==> config.mk <==
export PLATFORM = sky130hd
export DESIGN_NAME = dm_arbiter
export DESIGN_NICKNAME = d
export VERILOG_FILES = /design/src/rtl/dm_arbiter.sv
export SDC_FILE = /design/constraint.sdc
export NUM_CORES = 1
export LEC_CHECK = 0
export BUFFER_PORTS_ARGS = -buffer_cell sky130_fd_sc_hd__buf_2
export CAP_MARGIN = 25
export CORE_MARGIN = 2
export CORE_UTILIZATION = 46
export DETAILED_ROUTE_END_ITERATION = 6
export PLACE_DENSITY = 0.9
export REMOVE_ABC_BUFFERS = 1
export SYNTH_ARGS = -nofsm -noshare
export SYNTH_HDL_FRONTEND = slang
export SYNTH_SLANG_ARGS = --single-unit
==> constraint.sdc <==
create_clock -name clk -period 4.3 [get_ports clk]
set_input_delay 0.215 -clock clk [delete_from_list [all_inputs] [get_ports clk]]
set_output_delay 0.215 -clock clk [all_outputs]
set_load 0.01 [all_outputs]
==> src/rtl/dm_arbiter.sv <==
// Two-port round-robin arbiter in front of a single-ported data memory.
// Each access takes IDLE -> ACCESS -> RESP, so at most one access every three cycles.
module dm_arbiter #(
  parameter int unsigned AW = 10,
  parameter int unsigned DW = 32
) (
  input  logic          clk,
  input  logic          rst,
  input  logic          m0_req,
  input  logic          m0_we,
  input  logic [AW-1:0] m0_addr,
  input  logic [DW-1:0] m0_wdata,
  output logic          m0_gnt,
  output logic          m0_ack,
  output logic [DW-1:0] m0_rdata,
  input  logic          m1_req,
  input  logic          m1_we,
  input  logic [AW-1:0] m1_addr,
  input  logic [DW-1:0] m1_wdata,
  output logic          m1_gnt,
  output logic          m1_ack,
  output logic [DW-1:0] m1_rdata,
  output logic [AW-1:0] dm_addr,
  output logic [DW-1:0] dm_din,
  output logic          dm_wr,
  input  logic [DW-1:0] dm_dout,
  output logic          busy
);

  typedef enum logic [1:0] {IDLE, ACCESS, RESP} state_t;

  state_t        state_q, state_d;
  logic          ptr_q, ptr_d;
  logic          win_q, win_d;
  logic          pick;
  logic          m0_gnt_q, m0_gnt_d, m1_gnt_q, m1_gnt_d;
  logic          m0_ack_q, m0_ack_d, m1_ack_q, m1_ack_d;
  logic [DW-1:0] m0_rdata_q, m0_rdata_d, m1_rdata_q, m1_rdata_d;
  logic [AW-1:0] dm_addr_q, dm_addr_d;
  logic [DW-1:0] dm_din_q, dm_din_d;
  logic          dm_wr_q, dm_wr_d;
  logic          busy_q, busy_d;

  // Next-state and registered-output logic; dm_wr_q doubles as the latched we in ACCESS.
  always_comb begin
    state_d    = state_q;
    ptr_d      = ptr_q;
    win_d      = win_q;
    pick       = 1'b0;
    m0_gnt_d   = 1'b0;
    m1_gnt_d   = 1'b0;
    m0_ack_d   = 1'b0;
    m1_ack_d   = 1'b0;
    m0_rdata_d = m0_rdata_q;
    m1_rdata_d = m1_rdata_q;
    dm_addr_d  = dm_addr_q;
    dm_din_d   = dm_din_q;
    dm_wr_d    = 1'b0;
    case (state_q)
      IDLE: begin
        if (m0_req || m1_req) begin
          // pick=1 selects port 1; the pointer only matters on a tie
          pick  = (m0_req && m1_req) ? ptr_q : m1_req;
          win_d = pick;
          if (pick) begin
            m1_gnt_d  = 1'b1;
            dm_addr_d = m1_addr;
            dm_din_d  = m1_wdata;
            dm_wr_d   = m1_we;
          end else begin
            m0_gnt_d  = 1'b1;
            dm_addr_d = m0_addr;
            dm_din_d  = m0_wdata;
            dm_wr_d   = m0_we;
          end
          state_d = ACCESS;
        end
      end
      ACCESS: begin
        if (win_q) begin
          m1_ack_d = 1'b1;
          if (!dm_wr_q) m1_rdata_d = dm_dout;
        end else begin
          m0_ack_d = 1'b1;
          if (!dm_wr_q) m0_rdata_d = dm_dout;
        end
        ptr_d   = ~win_q;
        state_d = RESP;
      end
      RESP:    state_d = IDLE;
      default: state_d = IDLE;
    endcase
    busy_d = (state_d != IDLE);
  end

  always_ff @(posedge clk or posedge rst) begin
    if (rst) begin
      state_q    <= IDLE;
      ptr_q      <= 1'b0;
      win_q      <= 1'b0;
      m0_gnt_q   <= 1'b0;
      m1_gnt_q   <= 1'b0;
      m0_ack_q   <= 1'b0;
      m1_ack_q   <= 1'b0;
      m0_rdata_q <= '0;
      m1_rdata_q <= '0;
      dm_addr_q  <= '0;
      dm_din_q   <= '0;
      dm_wr_q    <= 1'b0;
      busy_q     <= 1'b0;
    end else begin
      state_q    <= state_d;
      ptr_q      <= ptr_d;
      win_q      <= win_d;
      m0_gnt_q   <= m0_gnt_d;
      m1_gnt_q   <= m1_gnt_d;
      m0_ack_q   <= m0_ack_d;
      m1_ack_q   <= m1_ack_d;
      m0_rdata_q <= m0_rdata_d;
      m1_rdata_q <= m1_rdata_d;
      dm_addr_q  <= dm_addr_d;
      dm_din_q   <= dm_din_d;
      dm_wr_q    <= dm_wr_d;
      busy_q     <= busy_d;
    end
  end

  assign m0_gnt   = m0_gnt_q;
  assign m1_gnt   = m1_gnt_q;
  assign m0_ack   = m0_ack_q;
  assign m1_ack   = m1_ack_q;
  assign m0_rdata = m0_rdata_q;
  assign m1_rdata = m1_rdata_q;
  assign dm_addr  = dm_addr_q;
  assign dm_din   = dm_din_q;
  assign dm_wr    = dm_wr_q;
  assign busy     = busy_q;

endmodule

==> impl_results.md, run 1 <==
- Status: complete, no violations
- Final setup TNS: 0 ns
- Simple-gate area share of the yosys netlist: 6.35%
- Pre-antenna DRT Iters: 6
- Max-Cap Viols: 0
- R2R cell count: 5
- H-tree Lvls: 4
- GRT Total Usage: 30.7%
- Required time worst endpoint: 4.67 ns
- PortBufs: 233
- Chip width: 107 um
- Mean post-synth cell area: 11.9 um2
- Final GP Congestion: 0.841
- Clock skew: 0.00946 ns
- Synth Area in XOR/XNOR: 0%
- Die Ht: 107 um
- Later-pin clock latency in the skew report: 0.50 ns
- First-pass GRT wire length: 27.0 mm
- Setup crit end kind: flip-flop
- Grt total ovfl: 0
- Synth-to-layout area growth: 58.4%
- Core area: 10300 um2
- Crit path DAT: 3.10 ns
- # DRC: 0
- Worst hold stages: 3
- Max-slew headroom: 29.0%
- Hold EP: dm_din[14]
- Final worst slack: 1.58 ns
- Clock sinks: 116
- Synthesis-stage register bit count: 116
- Num rows: 37
- CTS Root Cell: clkbuf_8
- R2R Setup Slk: 1.58 ns
- Synth unique cells: 24
- Commonest cells after routing, fill and taps aside: 233 x buf_2, 116 x dfrtp_1, 99 x dlygate4sd3_1, 44 x a21oi_1
- Placed Cells incl. Taps: 746
- Initial drt markers: 636
- Via density: 5.74
- Initial antenna violation count: 0
- CTS Buf Count: 17
- Hold Startpoint: m0_wdata[14]
- Clock edge transition at the registers on the reported setup and hold paths: 0.06 ns
- Reg-to-Reg End: dm_din[20]
- Unrepaired setup endpoints after global routing: no
- Most common cell after layout, fill and taps aside: buf_2
- Layout cells sized above 1: 41.7%
- Postcts setup bufs: 0
- Largest family of logic cells by synthesized area: multiplexers
- Critical Path Source Type: flip-flop
- Syn Inst Count: 409
- Worst vdd ir: 0.358 mV
- Kind of critical path: reg2reg
- Complex-gate fraction of the synthesized area: 14.4%
- Final Critical Period: 2.72 ns
- Post-Synth Adder-Cell Area: 0%
- Largest net degree at the start of global routing: 86
- Worst-margin pin slew: 1.06 ns
- Fmax: 367 MHz
- Antenna cells: 0
- Die area: 11500 um2
- Vias: 5051
- WL final: 17.6 mm
- Worst r2r src: state_q[1]
- Max FO, Critical Path: 44
- CTS tree: done
- Starting density of the core: 47.3%
- Post-synthesis instance area: 4880 um2
- Leakage: 3.61 nW
- Final cell count without fillers: 880
- Post-route ant nets: 0
- Hold Path Class: in2reg
- I/O Pins: 234
- Final period util: 63.3%
- Seq/Total Area, Yosys: 59.4%
- Hold Fails Final Rpt: 0
- Post-Place Worst Slack: 2.00 ns
- # setup viols final: 0
- Pwr per Cell Area: 762 nW/um2
- Mux cell area share after synthesis: 14.8%
- # nets final: 853
- DP HPWL: 9.54 mm
- Drt wl/cell: 20.0 um
- YS warnings: 0
- Maximum buffer depth of the clock tree: 2
- Fin. max-slew vios: 0
- Number of global-route vias before repair: 5217
## worst max-delay path by stage
| stage | startpoint | cells after the start | endpoint | slack (ns) |
|---|---|---|---|---|
| final | state_q[1] | 5 | dm_din[20] | 1.58 |
| after global routing | state_q[1] | 5 | dm_din[20] | 1.42 |
| after CTS | state_q[1] | 5 | dm_din[1] | 1.71 |
| after detailed placement | m1_req | 4 | dm_din[14] | 2.00 |
| after global placement | m1_req | 4 | dm_din[14] | 2.10 |
| after floorplan | rst | 1 | busy | 1.01 |
## metal layers
| layer | track usage [%] | vias up | wire length (um) |
|---|---|---|---|
| met2 | 52.4 | 417 | 8810 |
| met5 | 0 | - | 0 |
| met4 | 12.4 | 0 | 592 |
| met3 | 8.57 | 67 | 1860 |
| met1 | 36.6 | 2425 | 6310 |
| li1 | - | 2142 | - |
## repair_timing
item / in CTS / in global routing
hold buffers: 98 / 1
gates resized for setup: 0 / 0
endpoints found under the hold margin: 176 / 1
## cell type report
| type | count | area, um2 |
|---|---|---|
| clock inverters | 15 | 205 |
| fillers | 609 | 2590 |
| clock buffers | 17 | 414 |
| repair buffers | 340 | 2280 |
| flip-flops and latches | 116 | 2900 |
| well taps | 136 | 170 |
| inverters | 5 | 23.8 |
| multi-input cells | 251 | 1740 |
## critical path: stages (launching register included)
cell	delay [ns]
dfrtp_1	0.42
nor2_4	0.83
nand2_4	0.15
inv_4	0.39
a31oi_1	0.18
dlygate4sd3_1	0.61
## synthesized netlist by cell type, drive strengths merged
| cell type | count | share of area, % |
|---|---|---|
| buf | 17 | 3.0 |
| nand3b | 1 | 0.15 |
| inv | 5 | 0.44 |
| nand3 | 43 | 4.4 |
| clkbuf | 20 | 1.5 |
| nand2 | 2 | 0.31 |
| o21ai | 43 | 4.4 |
| nor2 | 5 | 0.49 |
| and3 | 1 | 0.13 |
| nand2b | 2 | 0.26 |
| or2 | 1 | 0.13 |
| a31oi | 42 | 5.4 |
| and2b | 1 | 0.15 |
| dfrtp | 116 | 59 |
| a21oi | 44 | 4.5 |
| mux2 | 64 | 15 |
| nor3 | 1 | 0.33 |
| a21o | 1 | 0.15 |
## flip-flops by register name, indices dropped and copies added, names as in the netlist, 2 cells and up
signal	cells
state_q	2
dm_addr	10
m1_rdata	32
dm_din	32
m0_rdata	32
## through the flow
step	power (mW)	hold slack, ns	utilization [%]	cell area (um2)
floorplan	3.07	0.302	-	4660
global placement	3.86	0.444	58.5	6040
detailed placement	3.99	0.453	58.5	6040
CTS	5.75	0.000490	74.0	7640
global route	6.18	0.000270	74.9	7730
finish	5.89	0.0244	74.9	7730
## power breakdown
group | leakage (nW) | switching, mW | internal [mW]
Combinational | 1.96 | 1.27 | 1.14
Sequential | 1.35 | 0.360 | 1.65
Clock | 0.295 | 0.516 | 0.946
## cell families after synthesis
| group | count (synthesis) |
|---|---|
| AND/OR/NAND/NOR | 57 |
| flip-flops | 116 |
| AO/OA/AOI/OAI | 130 |
| multiplexers | 64 |
| buffers and inverters | 42 |
Note: power is estimated with default switching activity, not from simulation.
==> run 2: changes to the inputs <==
ABC_AREA = 1   (was not set)
CORE_UTILIZATION = 47   (was 46)
clock period = 2.7 ns   (was 4.3 ns; I/O delays follow)
==> run 2 against run 1 <==
Net effect: fmax increased by 23%; first-iteration DRC count is 19% lower; clock power up 32%; sequential power is 56% higher; clock skew is 0.0019 ns higher; worst setup slack got worse by 1.1 ns; worst hold slack lost 0.019 ns; power grew 48%; sequential cell count is the same; via count up 14%; register-to-register slack got worse by 1.1 ns; critical path type unchanged; largest cell class unchanged.
==> impl_results.md, run 2 <==
- Busiest grt layer: met2
- Most frequent cells after synthesis: 194 x nand2_1, 124 x inv_1, 116 x dfrtp_1
- Starting density of the core: 47.9%
- Fin. max-slew vios: 0
- Reg-to-Reg End: dm_din[29]
- WL final: 17.7 mm
- Initial drt markers: 513
- Hold Path Class: in2reg
- Hold Startpoint: m1_wdata[2]
- Worst hold stages: 5
- Clock edge transition at the registers on the reported setup and hold paths: 0.06 ns
- Worst r2r src: ptr_q
- FF/Latch Area: 2900 um2
- Synth unique cells: 18
- Final GP Congestion: 0.779
- Fmax: 453 MHz
- CTS Buf Count: 17
- Fin area: 8070 um2
- Via density: 5.08
- Post-synthesis instance area: 5140 um2
- Unrepaired setup endpoints after global routing: no
- DP HPWL: 9.58 mm
- Syn Inst Count: 635
- Filler cells: 686
- I/O Pins: 234
- Hold EP: dm_din[2]
- Pwr per Cell Area: 1080 nW/um2
- YS warnings: 0
- Seq/Total Area, Yosys: 56.4%
- Mean post-synth cell area: 8.10 um2
- Required time worst endpoint: 3.08 ns
- Critical Path Source Type: flip-flop
- R2R Setup Slk: 0.49 ns
- Largest net degree at the start of global routing: 65
- Ys flop type: dfrtp_1
- Setup crit end kind: flip-flop
- Top-area cell type share of the netlist area: 56.4%
- Postcts setup bufs: 0
- # nets final: 1101
- Max FO, Critical Path: 44
- Die area: 11800 um2
- Synth-to-layout area growth: 56.9%
- Most common cell after layout, fill and taps aside: buf_2
- Max-slew headroom: 42.2%
- GRT Total Usage: 30.0%
- Chip width: 109 um
- Placed cell areas: 6380 um2
- Met3 Track Usage GR: 7.77%
- Max-Cap Viols: 0
- Grt total ovfl: 0
- # DRC: 0
- Number of global-route vias before repair: 5813
- R2R cell count: 7
- Multi-input gate area: 1600 um2
- GR met2 Demand/Resource: 54.2%
- Leading area contributor after synthesis: dfrtp_1
- Antenna cells: 0
- Later-pin clock latency in the skew report: 0.49 ns
- Clock sinks: 116
- Crit path DAT: 2.59 ns
- Vias: 5741
- Layout cells sized above 1: 28.3%
- Clock skew: 0.0113 ns
- H-tree Lvls: 4
- Final Critical Period: 2.21 ns
- Status: complete, no violations
- Most frequent cell after synthesis: nand2_1
- Drt wl/cell: 15.7 um
- CTS Root Cell: clkbuf_8
- Worst-margin pin slew: 0.864 ns
- Final period util: 81.8%
- Commonest cells after routing, fill and taps aside: 233 x buf_2, 194 x nand2_1, 123 x inv_1, 118 x dlygate4sd3_1, 116 x dfrtp_1
- Core area: 10700 um2
- Maximum buffer depth of the clock tree: 2
- Post-route ant nets: 0
- Pre-antenna DRT Iters: 5
- First-pass GRT wire length: 27.2 mm
- Synthesis-stage register bit count: 116
- Num rows: 38
- PortBufs: 233
- Die Ht: 109 um
- Number of synthesized flops with an enable pin: 0
- # setup viols final: 0
- Share of flip-flops with an asynchronous set or reset: 100%
- Met1 GRT Util: 34.2%
- CTS tree: done
- Leakage: 4.62 nW
- Kind of critical path: reg2reg
- Final core utilization: 75.1%
- Synth top area cells: dfrtp_1 56%, nand2_1 14%, inv_1 9.0%
- Worst vdd ir: 0.565 mV
- Hold Fails Final Rpt: 0
- Initial antenna violation count: 0
-- run 2: critical path: stages (launching register included) --
cell           delay (ns)
dfrtp_1              0.36
inv_1                0.07
nand2_2              0.06
nand2_2              0.63
nand2_1              0.18
nand3_1              0.14
dlygate4sd3_1        0.58
nand2_1              0.06
-- run 2: cell families after synthesis --
| logic type | synth area share, % |
|---|---|
| AOI/OAI and AO/OA | 6.64 |
| DFF | 56.4 |
| and+or+nand+nor | 24.4 |
| buffers and inverters | 12.5 |
-- run 2: repair_timing --
item / 4_1_cts / 5_1_grt
endpoints found under the setup margin: 0 / 0
gates resized for setup: 0 / 0
hold endpoints to repair: 156 / 0
hold buffers: 118 / 0
-- run 2: final cells by class --
cell class | count | area share (%)
clock buffer | 18 | 5.30
clock inverter | 13 | 1.08
inverter | 124 | 5.80
multi-input combinational | 362 | 19.8
sequential | 116 | 36.0
tap | 140 | 2.17
timing repair buffer | 358 | 29.9
-- run 2: routing by layer --
layer | wire [um] | part of all wire, % | up-vias
met1 | 6630 | 37 | 2694
met4 | 434 | 2.4 | 0
li1 | - | - | 2615
met5 | 0 | 0 | -
met3 | 1670 | 9.4 | 40
met2 | 8990 | 51 | 392
-- run 2: how the worst max path moves through the flow --
stage | start | end | slack [ns]
after floorplan | rst | busy | -0.51
after global placement | m1_req | dm_din[25] | 1.20
after detailed placement | state_q[0] | dm_din[28] | 1.14
after CTS | state_q[0] | dm_din[28] | 0.58
after global routing | ptr_q | dm_din[15] | 0.41
final | ptr_q | dm_din[29] | 0.49
-- run 2: power by group --
group	total [mW]	internal, mW	switching (mW)	leakage (nW)
combinational	3.65	1.50	2.15	2.95
clock	1.92	1.14	0.783	0.241
sequential	3.13	2.61	0.524	1.42
-- run 2: stage by stage --
stage          worst slack [ns]  TNS, ns  cells  hold slack (ns)  power (mW)
2_1_floorplan            -0.507   -58.86    602            0.279        4.76
5_1_grt                   0.407        0   1131           0.0203        9.26
6_report                  0.490        0   1131          0.00579        8.71
4_1_cts                   0.585        0   1131          0.00561        8.52
3_5_place_dp               1.14        0    982            0.276        6.22
3_3_place_gp               1.20        0    982            0.275        6.07
==> run 3: changes to the inputs <==
ABC_AREA = 0   (was 1)
CORE_UTILIZATION = 46   (was 47)
clock period = 2.2 ns   (was 2.7 ns; I/O delays follow)
==> run 3 against run 2 <==
Net effect: sequential cell count unchanged; power up 31%; critical path depth down 2; design area down 2.5%.
==> impl_results.md, run 3 (synthesized netlist as in run 1, its figures left out) <==
- Kind of critical path: reg2reg
- Clk pwr share: 21.6%
- Num rows: 37
- DP HPWL: 9.62 mm
- # DRC: 0
- Worst hold stages: 4
- Core area: 10300 um2
- Sw power: 4.22 mW
- Gate power share: 43.9%
- Setup crit end kind: flip-flop
- # setup viols final: 0
- Synth-to-layout area growth: 61.1%
- Final GP Congestion: 0.786
- Required time worst endpoint: 2.64 ns
- Critical Path Source Type: flip-flop
- Crit path cell chain: and2b_1 > buf_4 > o21ai_0 > a31oi_1 > dlygate4sd3_1
- Unrepaired setup endpoints after global routing: no
- Seq pwr share: 34.5%
- Most common cell after layout, fill and taps aside: buf_2
- Layout cells sized above 1: 40.4%
- Pwr per Cell Area: 1450 nW/um2
- Max-slew headroom: 55.6%
- Clock edge transition at the registers on the reported setup and hold paths: 0.06 ns
- Via density: 5.71
- Die area: 11500 um2
- Pre-antenna DRT Iters: 5
- Final period util: 93.2%
- Later-pin clock latency in the skew report: 0.50 ns
- CTS Buf Count: 17
- Met3 Track Usage GR: 9.12%
- H-tree Lvls: 4
- Slowest CP cell: dlygate4sd3_1
- Starting density of the core: 47.3%
- Chip width: 107 um
- I/O Pins: 234
- Crit path largest cell delay: 0.59 ns
- Final worst slack: 0.149 ns
- # nets final: 878
- Final setup TNS: 0 ns
- Internal power: 7.19 mW
- Max-Cap Viols: 0
- Fmax: 488 MHz
- Crit path DAT: 2.49 ns
- Hold Path Class: in2reg
- Final Critical Period: 2.05 ns
- Number of global-route vias before repair: 5444
- Drt wl/cell: 19.9 um
- Antenna cells: 0
- Fin. max-slew vios: 0
- # resized after CTS: 0
- Leakage: 3.65 nW
- Sw Share: 37.0%
- Post-Place Worst Slack: 0.504 ns
- Vias: 5163
- Post-route ant nets: 0
- Status: complete, no violations
- Largest net degree at the start of global routing: 73
- First-pass GRT wire length: 27.8 mm
- Tot Pwr: 11.4 mW
- R2R cell count: 5
- GRT Total Usage: 31.7%
- WL final: 18.0 mm
- Worst vdd ir: 0.687 mV
- Grt total ovfl: 0
- Clock sinks: 116
- Busiest grt layer: met2
- GR met2 Demand/Resource: 52.2%
- Initial drt markers: 510
- Commonest cells after routing, fill and taps aside: 233 x buf_2, 122 x dlygate4sd3_1, 116 x dfrtp_1, 44 x a21oi_1
- CTS Root Cell: clkbuf_8
- Clock skew: 0.00842 ns
- Met1 GRT Util: 37.3%
- CTS tree: done
- Hold Fails Final Rpt: 0
- Die Ht: 107 um
- Maximum buffer depth of the clock tree: 2
- Worst-margin pin slew: 0.666 ns
- Initial antenna violation count: 0
- Max FO, Critical Path: 43
- PortBufs: 233
[run 3: critical path, delay by kind of cell, from the launching register on]
kind,cells,cell delay (ns)
buffers and inverters,2,0.95
AO/OA/AOI/OAI,2,0.43
AND/OR/NAND/NOR,1,0.20
flip-flops,1,0.39
[run 3: what timing repair did]
item / in CTS / in global routing
endpoints found under the hold margin: 223 / 0
setup buffers: 0 / 0
setup endpoints to repair: 0 / 0
hold buffers: 122 / 0
[run 3: power by group through the flow]
stage	clock (mW)	combinational (mW)	sequential, mW
after floorplan	0	1.72	4.27
after global placement	0	3.81	3.77
after detailed placement	0	3.98	3.85
after CTS	2.49	4.79	3.83
after global routing	2.60	5.35	4.02
final	2.46	5.01	3.94
[run 3: path summary, 6_finish.rpt]
kind                       slack [ns]         start      endpoint
setup / recovery                 0.15         ptr_q    dm_din[21]
hold / removal                   0.05        m0_req          busy
setup reg to reg                 0.15         ptr_q    dm_din[21]
hold reg to reg                  0.48  m1_rdata[13]  m1_rdata[13]
max in group asynchronous        1.57           rst   m0_rdata[4]
min in group asynchronous        0.06           rst  m1_rdata[22]
[run 3: metal layers]
| metal | part of all wire (%) | wire length [um] |
|---|---|---|
| met1 | 37 | 6620 |
| met2 | 48 | 8720 |
| met3 | 11 | 1920 |
| met4 | 4.1 | 745 |
| met5 | 0 | 0 |
[run 3: area by class of cell]
| type | count | area (um2) |
|---|---|---|
| inverters | 5 | 23.8 |
| flip-flops and latches | 116 | 2900 |
| well taps | 136 | 170 |
| clock buffers | 18 | 418 |
| clock inverters | 13 | 111 |
| fillers | 581 | 2460 |
| multi-input cells | 251 | 1740 |
| repair buffers | 365 | 2500 |
[run 3: through the flow]
stage,util [%],cell area (um2),instances,hold slack (ns)
after CTS,76.2,7870,904,0.0253
after global routing,76.2,7870,904,0.0406
after detailed placement,59.3,6120,751,0.0109
after floorplan,-,4660,372,0.197
after global placement,59.3,6120,751,0.00822
final,76.2,7870,904,0.0518
